<file path="config.mk">
export PLATFORM = sky130hd
export DESIGN_NAME = riscv_mem_arbiter_flat
export DESIGN_NICKNAME = d
export VERILOG_FILES = /design/src/rtl/riscv_mem_arbiter_if.sv /design/src/rtl/riscv_mem_arbiter.sv /design/src/flat_wrapper.sv
export SDC_FILE = /design/constraint.sdc
export NUM_CORES = 1
export LEC_CHECK = 0
export CAP_MARGIN = 20
export CORE_MARGIN = 2
export CORE_UTILIZATION = 31
export DETAILED_ROUTE_END_ITERATION = 10
export HOLD_SLACK_MARGIN = 0.15
export PLACE_DENSITY = 0.79
export SYNTH_ARGS = -nofsm -noshare
export SYNTH_HDL_FRONTEND = slang
export SYNTH_SLANG_ARGS = --single-unit
</file>
<file path="constraint.sdc">
create_clock -name i_clk -period 1.47 [get_ports i_clk]
set_input_delay 0.294 -clock i_clk [delete_from_list [all_inputs] [get_ports i_clk]]
set_output_delay 0.294 -clock i_clk [all_outputs]
set_load 0.01 [all_outputs]
</file>
<file path="src/rtl/riscv_mem_arbiter_if.sv">
// ---------------------------------------------------------------------------
// riscv_mem_arbiter_if
//   Bundles the three buses that meet at the unified-memory arbiter:
//     - IF fetch port    : read-only request/grant plus tagged read return
//     - MM data port     : load/store request/grant plus tagged read return
//     - memory port      : single-port synchronous RAM command + read data
//   Signal names keep the arbiter's point of view (i_ = into the arbiter,
//   o_ = out of the arbiter) so that both sides read the same way.
//
//   Modports
//     slave  : the arbiter itself
//     master : the environment (core stages + memory) driving the arbiter
// ---------------------------------------------------------------------------
interface riscv_mem_arbiter_if #(
    parameter int XLEN = 32
) ();

    // IF-stage fetch port
    logic            i_arb_if_req;
    logic [XLEN-1:0] i_arb_if_addr;
    logic            o_arb_if_gnt;
    logic            o_arb_if_rvalid;
    logic [XLEN-1:0] o_arb_if_rdata;

    // MM-stage load/store port
    logic            i_arb_mm_req;
    logic            i_arb_mm_wen;
    logic [3:0]      i_arb_mm_strb;
    logic [XLEN-1:0] i_arb_mm_addr;
    logic [XLEN-1:0] i_arb_mm_wdata;
    logic            o_arb_mm_gnt;
    logic            o_arb_mm_rvalid;
    logic [XLEN-1:0] o_arb_mm_rdata;

    // Unified memory port
    logic            o_arb_mem_cs;
    logic            o_arb_mem_wen;
    logic [3:0]      o_arb_mem_strb;
    logic [XLEN-1:0] o_arb_mem_addr;
    logic [XLEN-1:0] o_arb_mem_wdata;
    logic [XLEN-1:0] i_arb_mem_rdata;

    modport slave (
        input  i_arb_if_req, i_arb_if_addr,
        output o_arb_if_gnt, o_arb_if_rvalid, o_arb_if_rdata,
        input  i_arb_mm_req, i_arb_mm_wen, i_arb_mm_strb, i_arb_mm_addr, i_arb_mm_wdata,
        output o_arb_mm_gnt, o_arb_mm_rvalid, o_arb_mm_rdata,
        output o_arb_mem_cs, o_arb_mem_wen, o_arb_mem_strb, o_arb_mem_addr, o_arb_mem_wdata,
        input  i_arb_mem_rdata
    );

    modport master (
        output i_arb_if_req, i_arb_if_addr,
        input  o_arb_if_gnt, o_arb_if_rvalid, o_arb_if_rdata,
        output i_arb_mm_req, i_arb_mm_wen, i_arb_mm_strb, i_arb_mm_addr, i_arb_mm_wdata,
        input  o_arb_mm_gnt, o_arb_mm_rvalid, o_arb_mm_rdata,
        input  o_arb_mem_cs, o_arb_mem_wen, o_arb_mem_strb, o_arb_mem_addr, o_arb_mem_wdata,
        output i_arb_mem_rdata
    );

endinterface

</file>
<file path="src/rtl/riscv_mem_arbiter.sv">
// ---------------------------------------------------------------------------
// riscv_mem_arbiter
//   Shares one single-port synchronous unified memory between the IF-stage
//   fetch port and the MM-stage load/store port. At most one access is
//   granted per cycle (combinational grant); the loser sees gnt=0 and its
//   stage stalls. Read data returns one cycle after grant, steered to the
//   port that issued the read, and each port holds its last read word until
//   its next read returns. A starvation counter flips priority to IF after
//   STARVE_MAX consecutive denied fetch cycles so fetch always progresses.
//
// Parameters
//   XLEN        data/address width
//   STARVE_MAX  consecutive denied IF cycles before IF gets priority (1..15)
//
// Ports
//   i_clk   clock, all state on rising edge
//   i_rstn  synchronous active-low reset
//   bus     riscv_mem_arbiter_if.slave: IF port, MM port, memory port
// ---------------------------------------------------------------------------
module riscv_mem_arbiter #(
    parameter int XLEN       = 32,
    parameter int STARVE_MAX = 4
) (
    input  logic                i_clk,
    input  logic                i_rstn,
    riscv_mem_arbiter_if.slave  bus
);

    localparam logic [3:0] STARVE_LIM = 4'(STARVE_MAX);

    typedef enum logic {
        PRIO_MM = 1'b0,
        PRIO_IF = 1'b1
    } prio_e;

    // Who owns the read data arriving from memory this cycle.
    typedef enum logic [1:0] {
        OWN_NONE = 2'd0,
        OWN_IF   = 2'd1,
        OWN_MM   = 2'd2
    } owner_e;

    prio_e           state_q, state_d;
    logic [3:0]      starve_cnt_q, starve_cnt_d;
    owner_e          owner_q, owner_d;
    logic [XLEN-1:0] hold_if_q, hold_if_d;
    logic [XLEN-1:0] hold_mm_q, hold_mm_d;

    logic            if_gnt;
    logic            mm_gnt;
    logic            if_denied;
    logic            if_rvalid;
    logic            mm_rvalid;

    // -----------------------------------------------------------------------
    // Grant: single requester always wins; on conflict the priority state
    // decides. Everything is gated by reset so the memory is never touched
    // while the core is held in reset.
    // -----------------------------------------------------------------------
    always_comb begin
        if_gnt = 1'b0;
        mm_gnt = 1'b0;
        if (i_rstn) begin
            if (bus.i_arb_if_req && bus.i_arb_mm_req) begin
                if (state_q == PRIO_IF) begin
                    if_gnt = 1'b1;
                end else begin
                    mm_gnt = 1'b1;
                end
            end else begin
                if_gnt = bus.i_arb_if_req;
                mm_gnt = bus.i_arb_mm_req;
            end
        end
    end

    assign if_denied = bus.i_arb_if_req && !if_gnt;

    // -----------------------------------------------------------------------
    // Priority FSM and starvation counter (next state).
    // The counter tracks consecutive denied fetch cycles; the denial that
    // would bring it to STARVE_MAX is the one that hands priority to IF, so
    // the very next conflicting cycle goes to fetch. Any IF grant returns
    // priority to MM, which keeps loads/stores fast in the common case.
    // -----------------------------------------------------------------------
    always_comb begin
        state_d      = state_q;
        starve_cnt_d = starve_cnt_q;

        if (if_denied) begin
            if (starve_cnt_q != STARVE_LIM) begin
                starve_cnt_d = starve_cnt_q + 4'd1;
            end
            if ((state_q == PRIO_MM) && (starve_cnt_q + 4'd1 == STARVE_LIM)) begin
                state_d = PRIO_IF;
            end
        end else begin
            starve_cnt_d = 4'd0;
        end

        if (if_gnt) begin
            state_d = PRIO_MM;
        end
    end

    // -----------------------------------------------------------------------
    // Read return tagging. A granted read records its owner so the data
    // arriving next cycle is steered to the right port; stores record
    // nothing. The owner's hold register captures the word on the same
    // cycle it is presented, so the value stays visible afterwards.
    // -----------------------------------------------------------------------
    always_comb begin
        owner_d = OWN_NONE;
        if (if_gnt) begin
            owner_d = OWN_IF;
        end else if (mm_gnt && !bus.i_arb_mm_wen) begin
            owner_d = OWN_MM;
        end
    end

    assign if_rvalid = (owner_q == OWN_IF);
    assign mm_rvalid = (owner_q == OWN_MM);

    always_comb begin
        hold_if_d = hold_if_q;
        hold_mm_d = hold_mm_q;
        if (if_rvalid) begin
            hold_if_d = bus.i_arb_mem_rdata;
        end
        if (mm_rvalid) begin
            hold_mm_d = bus.i_arb_mem_rdata;
        end
    end

    // -----------------------------------------------------------------------
    // State registers
    // -----------------------------------------------------------------------
    always_ff @(posedge i_clk) begin
        if (!i_rstn) begin
            state_q      <= PRIO_MM;
            starve_cnt_q <= 4'd0;
            owner_q      <= OWN_NONE;
            hold_if_q    <= '0;
            hold_mm_q    <= '0;
        end else begin
            state_q      <= state_d;
            starve_cnt_q <= starve_cnt_d;
            owner_q      <= owner_d;
            hold_if_q    <= hold_if_d;
            hold_mm_q    <= hold_mm_d;
        end
    end

    // -----------------------------------------------------------------------
    // Memory command mux. IF is read-only, so its grant forces the write
    // side to zero rather than letting stale MM store fields leak through.
    // -----------------------------------------------------------------------
    always_comb begin
        bus.o_arb_mem_cs    = if_gnt || mm_gnt;
        bus.o_arb_mem_wen   = 1'b0;
        bus.o_arb_mem_strb  = 4'b0000;
        bus.o_arb_mem_addr  = '0;
        bus.o_arb_mem_wdata = '0;
        if (mm_gnt) begin
            bus.o_arb_mem_wen   = bus.i_arb_mm_wen;
            bus.o_arb_mem_strb  = bus.i_arb_mm_strb;
            bus.o_arb_mem_addr  = bus.i_arb_mm_addr;
            bus.o_arb_mem_wdata = bus.i_arb_mm_wdata;
        end else if (if_gnt) begin
            bus.o_arb_mem_addr  = bus.i_arb_if_addr;
        end
    end

    // -----------------------------------------------------------------------
    // Port outputs. Live memory data is forwarded in the return cycle; the
    // hold register covers every other cycle.
    // -----------------------------------------------------------------------
    assign bus.o_arb_if_gnt    = if_gnt;
    assign bus.o_arb_mm_gnt    = mm_gnt;
    assign bus.o_arb_if_rvalid = if_rvalid;
    assign bus.o_arb_mm_rvalid = mm_rvalid;
    assign bus.o_arb_if_rdata  = if_rvalid ? bus.i_arb_mem_rdata : hold_if_q;
    assign bus.o_arb_mm_rdata  = mm_rvalid ? bus.i_arb_mem_rdata : hold_mm_q;

endmodule

</file>
<file path="src/flat_wrapper.sv">
// flat-port wrapper written by rule: the top's interface ports become plain ports
module riscv_mem_arbiter_flat 
#(
    parameter int XLEN       = 32,
    parameter int STARVE_MAX = 4
)
  (i_clk, i_rstn, bus_i_arb_if_req, bus_i_arb_if_addr, bus_o_arb_if_gnt, bus_o_arb_if_rvalid, bus_o_arb_if_rdata, bus_i_arb_mm_req, bus_i_arb_mm_wen, bus_i_arb_mm_strb, bus_i_arb_mm_addr, bus_i_arb_mm_wdata, bus_o_arb_mm_gnt, bus_o_arb_mm_rvalid, bus_o_arb_mm_rdata, bus_o_arb_mem_cs, bus_o_arb_mem_wen, bus_o_arb_mem_strb, bus_o_arb_mem_addr, bus_o_arb_mem_wdata, bus_i_arb_mem_rdata);
  riscv_mem_arbiter_if #(.XLEN(XLEN)) bus_i ();
  input  logic i_clk;
  input  logic i_rstn;
  input wire logic [$bits(bus_i.i_arb_if_req)-1:0] bus_i_arb_if_req;
  input wire logic [$bits(bus_i.i_arb_if_addr)-1:0] bus_i_arb_if_addr;
  output wire logic [$bits(bus_i.o_arb_if_gnt)-1:0] bus_o_arb_if_gnt;
  output wire logic [$bits(bus_i.o_arb_if_rvalid)-1:0] bus_o_arb_if_rvalid;
  output wire logic [$bits(bus_i.o_arb_if_rdata)-1:0] bus_o_arb_if_rdata;
  input wire logic [$bits(bus_i.i_arb_mm_req)-1:0] bus_i_arb_mm_req;
  input wire logic [$bits(bus_i.i_arb_mm_wen)-1:0] bus_i_arb_mm_wen;
  input wire logic [$bits(bus_i.i_arb_mm_strb)-1:0] bus_i_arb_mm_strb;
  input wire logic [$bits(bus_i.i_arb_mm_addr)-1:0] bus_i_arb_mm_addr;
  input wire logic [$bits(bus_i.i_arb_mm_wdata)-1:0] bus_i_arb_mm_wdata;
  output wire logic [$bits(bus_i.o_arb_mm_gnt)-1:0] bus_o_arb_mm_gnt;
  output wire logic [$bits(bus_i.o_arb_mm_rvalid)-1:0] bus_o_arb_mm_rvalid;
  output wire logic [$bits(bus_i.o_arb_mm_rdata)-1:0] bus_o_arb_mm_rdata;
  output wire logic [$bits(bus_i.o_arb_mem_cs)-1:0] bus_o_arb_mem_cs;
  output wire logic [$bits(bus_i.o_arb_mem_wen)-1:0] bus_o_arb_mem_wen;
  output wire logic [$bits(bus_i.o_arb_mem_strb)-1:0] bus_o_arb_mem_strb;
  output wire logic [$bits(bus_i.o_arb_mem_addr)-1:0] bus_o_arb_mem_addr;
  output wire logic [$bits(bus_i.o_arb_mem_wdata)-1:0] bus_o_arb_mem_wdata;
  input wire logic [$bits(bus_i.i_arb_mem_rdata)-1:0] bus_i_arb_mem_rdata;
  assign bus_i.i_arb_if_req = bus_i_arb_if_req;
  assign bus_i.i_arb_if_addr = bus_i_arb_if_addr;
  assign bus_o_arb_if_gnt = bus_i.o_arb_if_gnt;
  assign bus_o_arb_if_rvalid = bus_i.o_arb_if_rvalid;
  assign bus_o_arb_if_rdata = bus_i.o_arb_if_rdata;
  assign bus_i.i_arb_mm_req = bus_i_arb_mm_req;
  assign bus_i.i_arb_mm_wen = bus_i_arb_mm_wen;
  assign bus_i.i_arb_mm_strb = bus_i_arb_mm_strb;
  assign bus_i.i_arb_mm_addr = bus_i_arb_mm_addr;
  assign bus_i.i_arb_mm_wdata = bus_i_arb_mm_wdata;
  assign bus_o_arb_mm_gnt = bus_i.o_arb_mm_gnt;
  assign bus_o_arb_mm_rvalid = bus_i.o_arb_mm_rvalid;
  assign bus_o_arb_mm_rdata = bus_i.o_arb_mm_rdata;
  assign bus_o_arb_mem_cs = bus_i.o_arb_mem_cs;
  assign bus_o_arb_mem_wen = bus_i.o_arb_mem_wen;
  assign bus_o_arb_mem_strb = bus_i.o_arb_mem_strb;
  assign bus_o_arb_mem_addr = bus_i.o_arb_mem_addr;
  assign bus_o_arb_mem_wdata = bus_i.o_arb_mem_wdata;
  assign bus_i.i_arb_mem_rdata = bus_i_arb_mem_rdata;
  riscv_mem_arbiter #(.XLEN(XLEN), .STARVE_MAX(STARVE_MAX)) u_core (.i_clk(i_clk), .i_rstn(i_rstn), .bus(bus_i));
endmodule
</file>
==> results of run 1 <==
## metrics by stage
stage / util [%] / setup WS, ns / std cells / cell area (µm²) / setup TNS (ns)
5_1_grt: 62.8 / -0.483 / 789 / 7480 / -52.77
2_1_floorplan: - / 0.0159 / 326 / 3740 / 0
4_1_cts: 61.7 / -0.478 / 786 / 7350 / -50.98
3_5_place_dp: 55.6 / -1.05 / 738 / 6630 / -105.96
3_3_place_gp: 55.6 / -0.978 / 738 / 6630 / -95.75
6_report: 62.8 / -0.421 / 789 / 7480 / -46.31
## Yosys cell counts, types with 2 or more instances
cell type / count / area share (%)
buf_2: 6 / 0.80
mux2_4: 58 / 23
and3_1: 2 / 0.33
buf_6: 5 / 1.5
clkbuf_1: 9 / 0.90
xnor2_1: 3 / 0.70
nor2_1: 2 / 0.20
inv_1: 5 / 0.50
mux2_2: 6 / 1.8
and2_1: 101 / 17
nand2_1: 2 / 0.20
a22o_1: 32 / 7.5
dfxtp_1: 71 / 38
nand3_1: 2 / 0.27
ha_1: 3 / 1.0
buf_12: 6 / 3.2
## logic make-up after synthesis
logic type / Yosys count
mux: 65
compound gates: 36
flops: 71
fa+ha+maj: 3
simple gates: 117
buf+inv: 31
xor+xnor: 3
## registers in the layout (all words and copies together) (netlist names)
name                 count
u_core.owner_q           2
u_core.starve_cnt_q      4
u_core.hold_mm_q        32
u_core.hold_if_q        32
u_core.state_q           1
## metal layers
layer | wire (µm) | part of all wire [%]
met2 | 8520 | 54
met3 | 999 | 6.3
met4 | 425 | 2.7
met1 | 5860 | 37
met5 | 7 | 0.044
## how the worst max path moves through the flow
stage                                 start                      end  slack (ns)  depth (start not counted)
after CTS                 u_core.owner_q[1]   bus_o_arb_if_rdata[13]       -0.48                          6
final                        u_core.state_q  bus_o_arb_mem_wdata[27]       -0.42                          7
after detailed placement             i_rstn   bus_o_arb_mem_addr[17]       -1.05                          6
after global placement               i_rstn   bus_o_arb_mem_addr[17]       -0.98                          6
after floorplan              u_core.state_q   bus_o_arb_mem_addr[22]        0.02                          5
after global routing         u_core.state_q  bus_o_arb_mem_wdata[27]       -0.48                          7
## power by group through the flow
stage | Combinational, W | Sequential [W] | Clock, W
after global routing | 0.00164 | 0.00201 | 0.00249
after floorplan | 0.000528 | 0.00204 | 0
final | 0.00157 | 0.00201 | 0.00234
after global placement | 0.00136 | 0.00204 | 0
after detailed placement | 0.00138 | 0.00205 | 0
after CTS | 0.00153 | 0.00201 | 0.00239
## what timing repair did
| action | 4_1_cts | 5_1_grt |
|---|---|---|
| pin swaps | 6 | 24 |
| resized for setup | 688 | 46 |
| endpoints found under the setup margin | 138 | 154 |
| setup buffers | 23 | 7 |
| gates cloned | 10 | 3 |
## cell type report
class | instances | area, µm²
Inverter | 5 | 18.8
Sequential cell | 71 | 1430
Timing Repair Buffer | 326 | 3370
Multi-Input combinational cell | 224 | 2150
Fill cell | 966 | 4430
Clock buffer | 13 | 260
Clock inverter | 3 | 65.1
Tap cell | 147 | 184
## critical path, stage by stage (launching register included)
cell and delay (ns):
dfxtp_2 0.32, buf_6 0.12, a21oi_4 0.17, buf_6 0.14, buf_6 0.12, buf_8 0.12
and2_1 0.14, buf_2 0.13
==> results.txt, run 1 <==
The flow ran to the end, but the final reports show violations. The portion of total power attributed to combinational logic came out at a little over a quarter. The largest driver fanout on the critical path is 11.

The count of maximum capacitance violations came out at 0. The instance count of the mapped netlist came out at roughly 330. The top cell types in the final layout, fill and taps aside, are clkdlybuf4s50_1 (133), buf_6 (119), and2_1 (89), dfxtp_1 (68), mux2_4 (64). Per report_power, the clock group accounts for 39.6% of the total. The beginning of the worst hold path is i_rstn. The adder-cell area share of the yosys netlist is under 10%. Setup repair after global routing could not meet its margin everywhere. The initial antenna violation count was 1. The count of port buffers added during placement came out at 274. The detail-routed net length per standard cell is roughly 20 µm. The setup check on the worst reg-to-reg path leaves a slack of -0.02 ns.

The I/O pin total came out at ~280. At the later pin of the worst-skew pair, clock insertion delay measures around 0.33 ns. Hold is met by about 0.32 ns. Once routing completed, OpenROAD measured the worst setup slack at -0.421 ns. In this run the remaining antenna-violating nets after routing total 0. Setup violations remaining at the end of the flow were counted as 140. The number of iterations in the first detailed-routing pass is 6. The synthesis-to-layout area growth is 100%. The clock net sink count came out at 71. After global routing, the most crowded layer is met2. The net load switching power is approximately 0.0014 W. The tree is rooted in a clkbuf_16.

For this block, the via count after detailed routing is 3,679. The total track usage came out at between 20% and 30%. The final weighted congestion in routability-driven placement is ~0.84.

After synthesis, the largest family of logic cells by area is multiplexers. In this run the worst hold path is classified as primary input to flip-flop. The largest net degree at the start of global routing is 61. The met2 routing resource usage after global routing came out at between 40% and 50%.

The initial core utilization is roughly a third. The global-route wire length before repair came out at around 22,000 µm. The clock passes through at most 2 buffers. The library cell used most frequently in the layout, excluding fill and tap cells, is clkdlybuf4s50_1. Yosys printed 0 warnings. The normalized max-slew margin came out at between 60 and 70%.

The share of the Yosys chip area taken by registers is between 30% and 40%. CTS built an H-tree with a depth of 3. The final reports fail on setup timing. The total CTS buffers came out at 9. The routed design has around 16,000 µm of wire. The vias per cell came out at approximately 4.7. The depth of the worst hold-timing path came out at 2. The number of slew-limit violations in the final report came out at 0. Subtracting the final worst setup slack from the clock period gives 1.89 ns. In this run the static leakage power is around 3.5 nW.

The power density over the cells came out at slightly below 800 nW/µm². The clock skew came out at around 0.0057 ns. The average footprint of a synthesized cell came out at about 11 µm². The complex-gate fraction of the synthesized area is between 8 and 9%.

The multiplexer share of the synthesized area came out at approximately 25%. The beginning of the worst register-to-register path is u_core.owner_q[1]. For this run, design rule violations remaining after detail routing come to 0.

The die covers ~13,000 µm². Global routing finished with a remaining overflow of 0. At the pin with the least slew margin, the transition time is around 0.46 ns.

The met3 demand-to-capacity share in global routing came out at 5.79%. The number of hold buffers added after CTS is 0. The required time of the critical path is approximately 1.2 ns.

The maximum vdd drop came out at about 580 µV. The net total in the final layout came out at about 800. The async set-reset flop share out of synthesis came out at 0%. The HPWL after detailed placement came out at roughly 11,000 µm. For this run, the top clock speed supported by timing is approximately 0.53 GHz. For the worst flop-to-flop path, the logic depth is 6. The worst setup path is of the flip-flop to primary output kind. The placeable core area is 11,900 µm².

The internal power of the cells totals approximately 0.0046 W. The clock slew at the register clock pins of the worst setup and hold paths is 0.05 ns. The TritonCTS clock tree is done.

The share of total power in sequential cells came out at around a third. STA classifies the critical path startpoint as a flip-flop. The distinct cell type count of the synthesized netlist is 29. The xor-xnor portion of the synthesized cell area came out at less than 1%. The critical path arrival is between 1.5 and 2 ns. For hold timing, the worst endpoint is u_core.owner_q[0]. The simple-gate share of the synthesized area is about a fifth.

In the synthesized netlist the dominant register cell turns out to be dfxtp_1. The die outline width came out at ~110 µm. The number of register bits inferred by synthesis is 71.

The final number of hold-violating endpoints is 0. The row count came out at 40. The post-route fraction of the period consumed by the critical path is 129%. The post-synthesis cell area is between 3000 and 4000 µm². The reg-to-reg critical path endpoint is u_core.hold_if_q[0]. The repair_antennas step left the layout with diodes totalling 0. STA classifies the critical path endpoint as a primary output. The switching part of the total power came out at 22.9%. After the first detailed-routing iteration, the DRC count stood at ~230. Counting every net in the synthesized netlist gives 466. The global routing met1 resource utilization is about a quarter.

In this run the vertical extent of the chip is between 100 and 150 µm. The fraction of final layout cells with drive strength greater than 1 came out at around 46%. Power comes to about 0.0059 W. The number of global-route vias before repair came to between 3k and 4k. The number of enable flip-flop cells after synthesis is 0.
No activity file was read; power rests on OpenSTA's default activity.
==> run 2, diff against run 1 <==
--- a/config.mk
+++ b/config.mk
@@ -5,8 +5,8 @@
 export SDC_FILE = /design/constraint.sdc
 export NUM_CORES = 1
 export LEC_CHECK = 0
+export ABC_CLOCK_PERIOD_IN_PS = 1470
 export CAP_MARGIN = 20
-export CORE_MARGIN = 2
 export CORE_UTILIZATION = 31
 export DETAILED_ROUTE_END_ITERATION = 10
 export HOLD_SLACK_MARGIN = 0.15
==> results.txt, run 2 (synthesized netlist as in run 1, its figures left out) <==
The detail route stage leaves a number of antenna-violating nets equal to 0. The checks that failed: DRC, setup timing. The synthesis-to-layout area growth is 110%. Setup violations remaining at the end of the flow were counted as 143.

The required time of the critical path is 1.18 ns. The routed wire length is between 15,000 and 20,000 µm. The kind of cell with the highest combined delay along the critical path is buffers and inverters. The launching instance or port of the critical path is u_core.state_q. The total track usage came out at between 20% and 30%.

The insertion delay of the later-clocked pin in the worst-skew pair came out at 0.33 ns. The critical path arrival came out at roughly 1.7 ns. The detailed router used layers up to and including met5. TritonCTS built the clock tree. The beginning of the worst hold path is i_rstn. The H-tree was split into 3 levels. The fraction of final layout cells with drive strength greater than 1 came out at 50.3%. The detail-routed net length per standard cell is about 22 µm.

The total CTS buffers is 9. The worst setup path is launched from a flip-flop. The net total in the final layout came out at between 700 and 800.

The overall overflow remaining after global route is 0. The flow ran to the end, but the final reports show violations. In the final layout, the registers with the most flip-flops are u_core.hold_if_q: 32 flops, u_core.hold_mm_q: 32 flops, u_core.starve_cnt_q: 4 flops.

The final number of hold-violating endpoints came out at 0. The critical path is of the flip-flop to primary output type. The worst hold margin is ~0.55 ns.

CTS placed an instance of clkbuf_16 at the clock tree root. The number of remaining DRC errors came out at 24. The largest net degree at the start of global routing came out at 63. The count of port buffers added during placement came out at between 200 and 300. The buffer depth of the longest clock path is 2. The number of global-route vias before repair is between 3k and 4k. STA classifies the critical path endpoint as a primary output. The number of slew-limit violations in the final report is 0. The number of buffer and inverter instances along the worst setup path is 5. Wire segments on met3 add up to about 1700 µm in the final route. The number of DRC markers after the initial detailed-route iteration is approximately 270.

The number of iterations in the first detailed-routing pass is 7. The placed instance area is approximately 6700 µm². The total instance count after detailed placement is around 730. The area of the die is ~12,000 µm². At the end of routability-driven placement, the weighted congestion stood at between 0.9 and 1. The row count came out at 39. The initial core utilization is 32.3%. Walking the worst path, the cells encountered are buf_6, a21oi_4, buf_12, buf_12, buf_16, a22o_1, buf_2. The largest stage delay on the critical path is 0.33 ns. Leaving out fill and tap cells, the most frequent cells in the layout are clkdlybuf4s50_1 (133), buf_6 (119), dfxtp_1 (68), mux2_4 (64), and2_1 (64).

The initial antenna violation count came to 8. The cell area after layout came out at approximately 7800 µm². The HPWL after detailed placement is 12,700 µm. The worst pin sits at a relative slew slack of roughly two thirds. The setup slack after layout is -0.474 ns.

The clock net sink count came out at just over 70. The critical path's most frequent cell is buf_12. The placeable core area is ~12,000 µm². For this design the ratio of total power to cell area is 759 nW/µm².

The analysis attributes to cell leakage a power of around 3.7 nW. The wire length on met1 is 6370 µm. The overall via count from detail_route is 3,791. The detailed route wirelength on metal2 is around 8900 µm. The finished layout holds 800 standard cells, fillers aside. After clock tree synthesis, the clock-pin slew on the worst setup and hold paths is 0.06 ns.

The post-route fraction of the period consumed by the critical path is 132%. The measured slew at the worst slew-check pin came out at between 0.4 and 0.5 ns. The vias per cell is ~4.7. The most frequent standard cell in the layout excluding fill and tap cells is clkdlybuf4s50_1. Across the run, the number of max-cap violations was 0. The slowest cell on the critical path is dfxtp_2. The global-route wire length before repair came out at approximately 25,000 µm. The min-delay analysis places its worst path in the category primary input to flip-flop.

The highest clock rate came out at 0.515 GHz. The final critical delay including setup and external delays came out at 1.94 ns. The I/O pin total came out at about 280. In this run the worst path has a maximum fanout of 8. Setup repair after global routing could not meet its margin everywhere.

The clock skew came out at about 0.0076 ns. The worst register-to-register path begins at u_core.owner_q[1]. After filler insertion, the fill cell instance count of the layout stands at around 850.

The height of the die came out at approximately 110 µm. The die outline width is roughly 110 µm. VDD sags by at most a little over 500 µV.
==> run 2: cell types whose count changed in the layout (fill, tap and decap cells not counted), sizes merged <==
cell | before | now
inv | 5 | 7
dlygate4sd2 | 2 | 3
diode | 0 | 3
bufinv | 2 | 1
buf | 188 | 199
clkbuf | 16 | 14
clkinvlp | 0 | 1
==> run 2: timing repair <==
| item | 4_1_cts | 5_1_grt |
|---|---|---|
| resized for setup | 684 | 85 |
| hold buffers | 0 | 0 |
| gates cloned | 12 | 3 |
| pin swaps | 11 | 38 |
| buffers inserted | 19 | 17 |
| hold endpoints to repair | 0 | 0 |
| endpoints found under the setup margin | 139 | 149 |
==> run 2: per-layer routing <==
metal / up-vias / track usage (%)
met5: - / 0
met4: 10 / 6.76
met3: 38 / 10.8
met2: 182 / 48.6
met1: 1802 / 29.3
li1: 1759 / -
==> run 2: tightest hold or removal path: stages <==
cell	delay, ns
dlygate4sd2_1	0.29
buf_4	0.16
and2_1	0.11
==> run 2: final cells by class <==
cell class                      count  area, µm²  share of cell area, %
Multi-Input combinational cell    224       2200                   28.1
Tap cell                          143        179                   2.28
Inverter                            5       18.8                  0.239
Antenna cell                        3       7.51                 0.0957
Sequential cell                    71       1430                   18.2
Clock buffer                       11        243                   3.09
Timing Repair Buffer              338       3700                   47.2
Clock inverter                      5       63.8                  0.814
==> run 2: where the power goes <==
part / internal, W / switching, W / leakage [nW]
clock: 0.00138 / 0.000864 / 0.147
sequential: 0.00198 / 0.0000215 / 0.578
combinational: 0.00109 / 0.000613 / 2.95
==> run 2: path summary, 6_finish.rpt <==
kind	to	slack, ns	cells after the start
max	bus_o_arb_mem_addr[21]	-0.47	7
min	u_core.hold_mm_q[28]	0.55	3
max reg2reg	u_core.hold_if_q[21]	-0.07	7
min reg2reg	u_core.hold_if_q[23]	0.58	2
==> run 2: per-stage QoR <==
step                      total power, W  utilization [%]  setup slack, ns  setup TNS [ns]
after CTS                        0.00584             64.2           -0.454          -47.57
after floorplan                  0.00257                -           0.0159               0
final                            0.00595             67.8           -0.474          -52.84
after detailed placement         0.00347             57.6           -0.976          -93.90
after global routing             0.00618             67.8           -0.516          -59.45
after global placement           0.00345             57.6           -0.967          -91.25
==> run 3, diff against run 2 <==
--- a/config.mk
+++ b/config.mk
@@ -7,10 +7,13 @@
 export LEC_CHECK = 0
 export ABC_CLOCK_PERIOD_IN_PS = 1470
 export CAP_MARGIN = 20
+export CORE_ASPECT_RATIO = 0.6
+export CORE_MARGIN = 2
 export CORE_UTILIZATION = 31
 export DETAILED_ROUTE_END_ITERATION = 10
 export HOLD_SLACK_MARGIN = 0.15
 export PLACE_DENSITY = 0.79
+export REMOVE_ABC_BUFFERS = 1
 export SYNTH_ARGS = -nofsm -noshare
 export SYNTH_HDL_FRONTEND = slang
 export SYNTH_SLANG_ARGS = --single-unit
==> results.txt, run 3 (synthesized netlist as in run 1, its figures left out) <==
The first detailed-routing pass ran for 4 iterations. The first routing iteration left about 140 violations. The post-route antenna net violation count is 0. The count of maximum capacitance violations came out at 0. At the pin with the least slew margin, the transition time is 0.576 ns. In the final routed layout, each cell accounts on average for roughly 21 µm.

The checks that failed: setup timing. The net load switching power is approximately 0.0015 W. The routed wire length came out at around 18,000 µm.

The power share of the clock group is about 40%. The placed instance area is 6610 µm². The sum of negative setup slack is -51.18 ns. In the final layout, flip-flops and latches occupy between 1000 and 1500 µm². The vias per cell came out at approximately 4.6. Timing analysis after detailed placement gives a worst setup slack of -0.988 ns. The overall overflow remaining after global route came out at 0. The initial core utilization came out at between 30% and 40%. TritonCTS built the clock tree.

The die outline width is around 150 µm. Along the worst path, the maximum fanout reaches 8. The number of H-tree levels came out at 3. In the final design database the tool counted 810 nets. The setup slack after layout came out at -0.503 ns.

The endpoint type of the worst setup path is a primary output. The critical path arrival came out at roughly 1.7 ns. The final core area utilization came out at between 70% and 80%.

The power density over the cells came out at ~770 nW/µm². The combined area of the multi-input logic cells came out at 2230 µm². The maximum vdd drop is between 600 and 700 µV. The number of antenna diodes in the final layout is 0. The number of setup violations in the final report came out at 140. The clock net sink count is 71. The number of global-route vias before repair came out at between 3k and 4k. The global-route wire length before repair is roughly 24,000 µm.

Cell internal power was estimated by the tool at around 0.0049 W. The final weighted congestion in routability-driven placement came out at between 0.8 and 0.9. The critical path is of the flip-flop to primary output type. The clock root buffer is clkbuf_16. Summed over all nets, the half-perimeter wirelength after detailed placement is around 11,000 µm.

The library cell used most frequently in the layout, excluding fill and tap cells, is buf_6. The largest registers in the layout are u_core.hold_if_q: 32 flops, u_core.hold_mm_q: 32 flops, u_core.starve_cnt_q: 4 flops. The required time of the critical path is roughly 1.2 ns. Based on the critical path, the design can be clocked at up to between 0.5 and 0.6 GHz. The worst hold path belongs to the class primary input to flip-flop. The top cell types in the final layout, fill and taps aside, are buf_6 (146), clkdlybuf4s50_1 (133), dfxtp_1 (68), mux2_4 (64), and2_1 (59). The initialized floorplan defines 30 standard-cell rows. The I/O pin total is around 280. The largest net degree at the start of global routing is just under 70. The die is approximately 90 µm tall.

The launching element type of the critical path is a flip-flop. The clock skew came out at a little over 0.009 ns. The area of the die came out at about 13,000 µm². The total track usage came out at around 25%. The placeable core area came out at around 12,000 µm². Summing over every cut layer, the via total after detailed routing is about 3.8k. In this run, the combinational gates consume approximately 28% of the power. The number of remaining DRC errors is 0. Clock tree synthesis inserted a total of 9 buffers.

The cell area after layout came out at between 8000 and 9000 µm². In this run the deepest clock path goes through 2 buffers. Setup repair after global routing could not meet its margin everywhere. The number of slew-limit violations in the final report is 0.

The final number of hold-violating endpoints came to 0. Buffers placed on the I/O ports in this run total around 270. The filler cell count in the final layout is around 840.

The initial antenna violation count came out at 0. The switching part of the total power is 23.1%. The run finished, with violations left. Subtracting the final worst setup slack from the clock period gives a little under 2 ns. Measured against its own limit, the worst slew margin works out to approximately three fifths. The insertion delay of the later-clocked pin in the worst-skew pair came out at between 0.3 and 0.4 ns. The post-route fraction of the period consumed by the critical path is 134%. The cell leakage power came out at between 3 and 4 nW. The synthesis-to-layout area growth came out at 119%. The share of total power dissipated in sequential elements is about a third. The fraction of final layout cells with drive strength greater than 1 is a little over half. The clock slew at the register clock pins of the worst setup and hold paths came out at 0.05 ns.
## run 3: cell count changes in the layout (fill, tap and decap cells not counted), sizes merged
cell / previous run / this run
buf: 199 / 220
diode: 3 / 0
bufinv: 1 / 3
inv: 7 / 5
clkbuf: 14 / 15
clkinv: 1 / 2
clkinvlp: 1 / 0
dlygate4sd2: 3 / 2
## run 3: worst paths after layout
check,startpoint,endpoint,slack [ns],cells after the start
setup / recovery,u_core.state_q,bus_o_arb_mem_addr[13],-0.50,5
hold / removal,bus_i_arb_mm_wen,u_core.owner_q[1],0.55,2
setup reg to reg,u_core.owner_q[0],u_core.hold_if_q[24],-0.06,7
hold reg to reg,u_core.hold_mm_q[19],u_core.hold_mm_q[19],0.59,2
## run 3: routing by layer
| metal | vias to the layer above | global-route usage, % | wire, µm |
|---|---|---|---|
| li1 | 1797 | - | - |
| met1 | 1904 | 33.0 | 7670 |
| met2 | 132 | 43.9 | 8720 |
| met3 | 10 | 6.33 | 1280 |
| met4 | 0 | 3.65 | 119 |
| met5 | - | 0 | 0 |
## run 3: stage by stage
step / power [W] / hold slack [ns] / std cells
3_5_place_dp: 0.00341 / 0.564 / 745
5_1_grt: 0.00656 / 0.533 / 835
6_report: 0.00634 / 0.548 / 835
4_1_cts: 0.00624 / 0.513 / 814
2_1_floorplan: 0.00251 / 0.366 / 300
3_3_place_gp: 0.00339 / 0.554 / 745
## run 3: repair_timing
action	4_1_cts	5_1_grt
gates resized for setup	684	126
hold buffers	0	0
setup endpoints to repair	138	163
cloned	18	3
endpoints found under the hold margin	0	0
pin swaps	23	39
buffers inserted	35	31
## run 3: final cells by class
cell class,instances,share of cell area [%]
repair buffers,359,48.3
inverters,5,0.229
flip-flops and latches,71,17.4
clock inverters,5,1.27
clock buffers,11,3.09
multi-input cells,224,27.2
well taps,160,2.44
## run 3: critical path, stage by stage (launching register included)
cell      delay, ns
dfxtp_2        0.34
nand2b_4       0.12
and3_4         0.36
buf_16         0.18
a22o_1         0.19
buf_2          0.17
## run 3: power groups by stage
| stage | combinational [W] | clock [W] | sequential, W |
|---|---|---|---|
| finish | 0.00177 | 0.00256 | 0.00201 |
| global route | 0.00184 | 0.00271 | 0.00201 |
| CTS | 0.00163 | 0.00260 | 0.00201 |
| detailed placement | 0.00137 | 0 | 0.00205 |
| global placement | 0.00135 | 0 | 0.00204 |
| floorplan | 0.000473 | 0 | 0.00204 |
